--- src/rtl/arb_client.sv ---
// Requester-side controller for the r/g resource arbiter: takes a job, requests,
// owns the resource for job_len+1 cycles, then releases and enforces an idle gap.
module arb_client #(
  parameter int LEN_W   = 4,
  parameter int TIMEOUT = 8,
  parameter int GAP_CYC = 2
) (
  input  logic             clk,
  input  logic             resetn,
  input  logic             job_valid,
  input  logic [LEN_W-1:0] job_len,
  output logic             job_ready,
  output logic             r,
  input  logic             g,
  output logic             use_en,
  output logic             done,
  output logic             timeout_err,
  output logic             abort_err,
  output logic             grant_err
);

  localparam int TW = (TIMEOUT > 0) ? $clog2(TIMEOUT + 1) : 1;
  localparam int GW = (GAP_CYC > 0) ? $clog2(GAP_CYC + 1) : 1;
  localparam logic [TW-1:0] TMO_LAST = TW'((TIMEOUT > 0) ? TIMEOUT - 1 : 0);
  localparam logic [TW-1:0] TMO_MAX  = {TW{1'b1}};
  localparam logic [GW-1:0] GAP_LOAD = GW'(GAP_CYC);

  typedef enum logic [2:0] {IDLE, REQ, OWN, RELEASE, GAP} state_t;

  state_t           state;
  logic [LEN_W-1:0] cnt;
  logic [TW-1:0]    tmo_cnt;
  logic [GW-1:0]    gap_cnt;
  logic             gap_armed;

  function automatic logic [TW-1:0] sat_inc_tmo(input logic [TW-1:0] v);
    return (v == TMO_MAX) ? v : v + TW'(1);
  endfunction

  function automatic logic [GW-1:0] sat_dec_gap(input logic [GW-1:0] v);
    return (v == '0) ? v : v - GW'(1);
  endfunction

  function automatic logic [LEN_W-1:0] sat_dec_len(input logic [LEN_W-1:0] v);
    return (v == '0) ? v : v - LEN_W'(1);
  endfunction

  assign job_ready = (state == IDLE);
  assign use_en    = (state == OWN);

  always_ff @(posedge clk or negedge resetn) begin
    if (!resetn) begin
      state       <= IDLE;
      r           <= 1'b0;
      done        <= 1'b0;
      timeout_err <= 1'b0;
      abort_err   <= 1'b0;
      grant_err   <= 1'b0;
      cnt         <= '0;
      tmo_cnt     <= '0;
      gap_cnt     <= '0;
      gap_armed   <= 1'b0;
    end else begin
      done        <= 1'b0;
      timeout_err <= 1'b0;
      abort_err   <= 1'b0;
      grant_err   <= 1'b0;
      case (state)
        // A grant seen while idle is flagged and blocks acceptance on that edge,
        // so a job never starts in the same cycle as an error pulse.
        IDLE: begin
          if (g) begin
            grant_err <= 1'b1;
          end else if (job_valid) begin
            cnt     <= job_len;
            r       <= 1'b1;
            tmo_cnt <= '0;
            state   <= REQ;
          end
        end
        REQ: begin
          if (g) begin
            state <= OWN;
          end else if (TIMEOUT > 0 && tmo_cnt >= TMO_LAST) begin
            r           <= 1'b0;
            timeout_err <= 1'b1;
            gap_cnt     <= GAP_LOAD;
            gap_armed   <= 1'b0;
            state       <= GAP;
          end else begin
            tmo_cnt <= sat_inc_tmo(tmo_cnt);
          end
        end
        OWN: begin
          if (!g) begin
            r         <= 1'b0;
            abort_err <= 1'b1;
            gap_cnt   <= GAP_LOAD;
            gap_armed <= 1'b0;
            state     <= GAP;
          end else if (cnt == '0) begin
            r     <= 1'b0;
            done  <= 1'b1;
            state <= RELEASE;
          end else begin
            cnt <= sat_dec_len(cnt);
          end
        end
        RELEASE: begin
          if (!g) begin
            if (GAP_CYC == 0) begin
              state <= IDLE;
            end else begin
              gap_cnt   <= GAP_LOAD;
              gap_armed <= 1'b1;
              state     <= GAP;
            end
          end
        end
        // After an error the arbiter may still be granting; counting starts at
        // the first edge that sees g low, and only later grants are spurious.
        GAP: begin
          if (g) begin
            if (gap_armed) grant_err <= 1'b1;
          end else begin
            gap_armed <= 1'b1;
            if (gap_cnt <= GW'(1)) state <= IDLE;
            else gap_cnt <= sat_dec_gap(gap_cnt);
          end
        end
        default: state <= IDLE;
      endcase
    end
  end

endmodule
--- config.mk ---
export PLATFORM = sky130hd
export DESIGN_NAME = arb_client
export DESIGN_NICKNAME = d
export VERILOG_FILES = /design/src/rtl/arb_client.sv
export SDC_FILE = /design/constraint.sdc
export NUM_CORES = 1
export LEC_CHECK = 0
export ABC_AREA = 1
export BUFFER_PORTS_ARGS = -buffer_cell sky130_fd_sc_hd__buf_2
export CORE_MARGIN = 4
export CORE_UTILIZATION = 30
export CTS_BUF_LIST = sky130_fd_sc_hd__clkbuf_2
export CTS_CLUSTER_DIAMETER = 100
export DETAILED_ROUTE_END_ITERATION = 16
export GPL_TIMING_DRIVEN = 0
export HOLD_SLACK_MARGIN = 0.15
export PLACE_DENSITY = 0.53
export SLEW_MARGIN = 30
export SYNTH_ARGS = -nofsm -noshare
export SYNTH_HDL_FRONTEND = slang
export SYNTH_SLANG_ARGS = --single-unit
--- constraint.sdc ---
create_clock -name clk -period 1.3 [get_ports clk]
set_input_delay 0.26 -clock clk [delete_from_list [all_inputs] [get_ports clk]]
set_output_delay 0.26 -clock clk [all_outputs]
set_load 0.005 [all_outputs]
==> impl_metrics.json <==
{
  "violations": "setup timing",
  "synth_top_cell_area_share_pct": 40.6,
  "dr.pass1.iters": 5,
  "irDropWorstVdd_mv": 0.970,
  "worst_pin_slew_ns": 0.446,
  "ys_ff_latch": 19,
  "critical_path_class": "reg -> out",
  "drtIter0Drc": 46,
  "vias": 1159,
  "synth-edff-count": 0,
  "fin_crit_sh_pct": 114,
  "via_per_inst": 4.67,
  "rsz0062_at_grt": "yes",
  "gr-usage-all-layers_pct": 12.0,
  "maxCapViolCount": 0,
  "finalWeightedCongestion": 0.848,
  "cts_buffer_depth": 2,
  "clock_latency_ns": 0.32,
  "chipWidth_um": 70.5,
  "htreeDepth": 1,
  "synth_most_common_cell": "nand2_1",
  "final_area_um2": 1650,
  "max_slew_margin_pct": 70.3,
  "crit_fanout": 4,
  "synthCells": 162,
  "start_util_pct": 31.5,
  "io_pins": 15,
  "setup_viol": 14,
  "powerDensity_nw_per_um2": 2190,
  "final-max-slew-violation-count": 0,
  "dpl_cell_area_um2": 1310,
  "dp.cells": 224,
  "grt_pass1_wl_um": 4750,
  "nets": 213,
  "preCtsSetupSlack_ns": -0.184,
  "min_path_type": "in -> reg",
  "cts_tree": "done",
  "synth.distinct_cells": 20,
  "required_ns": 1.04,
  "routed_wl_um": 2870,
  "overflow": 0,
  "synth_seq_area_share_pct": 40.6,
  "hold_viol_final": 0,
  "async_reset_ff_share_pct": 100,
  "ff2ff_path_depth": 9,
  "outcome": "finished with violations",
  "hpwlAfterDp_um": 1890,
  "grt_pass1_vias": 1090,
  "drive_above_1_share_pct": 41.5,
  "numCtsBuffers": 3,
  "core_area_um2": 3720,
  "die_area_um2": 4970,
  "synth_warnings": 0,
  "dieHeight_um": 70.5,
  "drc": 0,
  "ys.flop_type": "dfrtp_1",
  "wl_per_cell_um": 11.6,
  "synth.area.top_cells": "dfrtp_1 41%, nand2_1 17%, inv_1 6.7%",
  "antenna_found_initial": 0,
  "layout_setup_ws_ns": -0.183,
  "root_buffer": "clkbuf_2",
  "p_leak_nw": 0.860,
  "power.total_mw": 3.60,
  "worstSetupEndpointType": "output port",
  "clock.fmax_ghz": 0.674,
  "critical_path_arrival_ns": 1.22,
  "grt_max_degree": 20,
  "syn_area_per_cell_um2": 7.23,
  "clock_sinks": 19,
  "finalNonFillerCells": 248,
  "antenna_left": 0,
  "critPathLaunchType": "flop",
  "skew_ns": 0.0123,
  "synth_common_cells": "53 x nand2_1, 21 x inv_1, 19 x dfrtp_1",
  "antenna_cells": 0,
  "rows": 22,
  "synth_top_area_cell": "dfrtp_1",
  "fin_setup_tns_ns": -1.69,
  "area_delta_synth_final_pct": 40.5,
  "syn_nets": 174,
  "syn_area_um2": 1170,
  "period_needed_ns": 1.48,
  "cts.clk_slew.worst_paths_ns": 0.19,
  "holdPathStages": 5,
  "io_buffers": 14
}
==> state kept, by name, indices dropped and copies added (netlist names), 2 cells and up <==
name     count
tmo_cnt      4
cnt          4
gap_cnt      2
state        3
==> critical path: stages (launching register included) <==
cell	delay (ns)
dfrtp_1	0.47
nor2_4	0.19
nand2_4	0.08
inv_4	0.08
buf_6	0.09
==> layout make-up <==
cell class | count | area [um^2]
plain buffers | 1 | 11.3
clock buffers | 4 | 20.0
fillers | 387 | 2070
inverters | 24 | 103
multi-input cells | 118 | 708
flip-flops and latches | 19 | 477
well taps | 48 | 60.1
repair buffers | 34 | 267
==> metrics by stage <==
stage          hold WS (ns)  util (%)
2_1_floorplan       -0.0356         -
3_3_place_gp          0.229      35.3
3_5_place_dp          0.234      35.3
4_1_cts               0.236      41.6
5_1_grt               0.242      44.3
6_report              0.229      44.3
==> routing by layer <==
metal / vias to the layer above / routed length, um / track usage, %
li1: 596 / - / -
met1: 537 / 1260 / 14.0
met2: 22 / 1450 / 20.8
met3: 4 / 112 / 3.60
met4: 0 / 40 / 3.83
met5: - / 0 / 0
==> where the power goes <==
part | internal (mW) | leakage [nW] | switching (mW)
combinational | 1.08 | 0.598 | 1.29
clock | 0.0815 | 0.0166 | 0.192
sequential | 0.803 | 0.245 | 0.146
total | 1.97 | 0.860 | 1.63
==> cells by family after synthesis <==
group | share of synthesized area [%]
xor+xnor | 0.748
simple gates | 40.0
compound gates | 6.30
buf+inv | 8.12
fa+ha+maj | 4.27
flops | 40.6
==> repair_timing <==
item | 4_1_cts | 5_1_grt
hold endpoints to repair | 19 | 0
pin swaps | 12 | 12
resized for setup | 33 | 19
hold buffers | 1 | 0
buffers inserted | 14 | 6
setup endpoints to repair | 17 | 18
cloned | 0 | 0
==> placed cells by master, fill, tap and decap left out, types with 7 or more instances in the layout <==
| master | count |
|---|---|
| nand2_1 | 44 |
| dfrtp_1 | 18 |
| buf_4 | 13 |
| nand3_1 | 11 |
| buf_6 | 8 |
| inv_1 | 13 |
| o21ai_0 | 8 |
| inv_2 | 7 |
| nand2_2 | 8 |
| buf_2 | 12 |
| nor2_1 | 10 |
==> worst paths after layout <==
kind | from | end | slack (ns)
setup / recovery | state[2]$_DFFE_PN0P_ | use_en | -0.18
hold / removal | job_len[3] | cnt[3]$_DFFE_PN0P_ | 0.23
setup reg to reg | state[2]$_DFFE_PN0P_ | r$_DFFE_PN0P_ | -0.15
hold reg to reg | r$_DFFE_PN0P_ | r$_DFFE_PN0P_ | 0.50
max in group asynchronous | resetn | state[0]$_DFFE_PN0P_ | 0.58
min in group asynchronous | resetn | cnt[3]$_DFFE_PN0P_ | 0.38
Note: power is estimated with default switching activity, not from simulation.
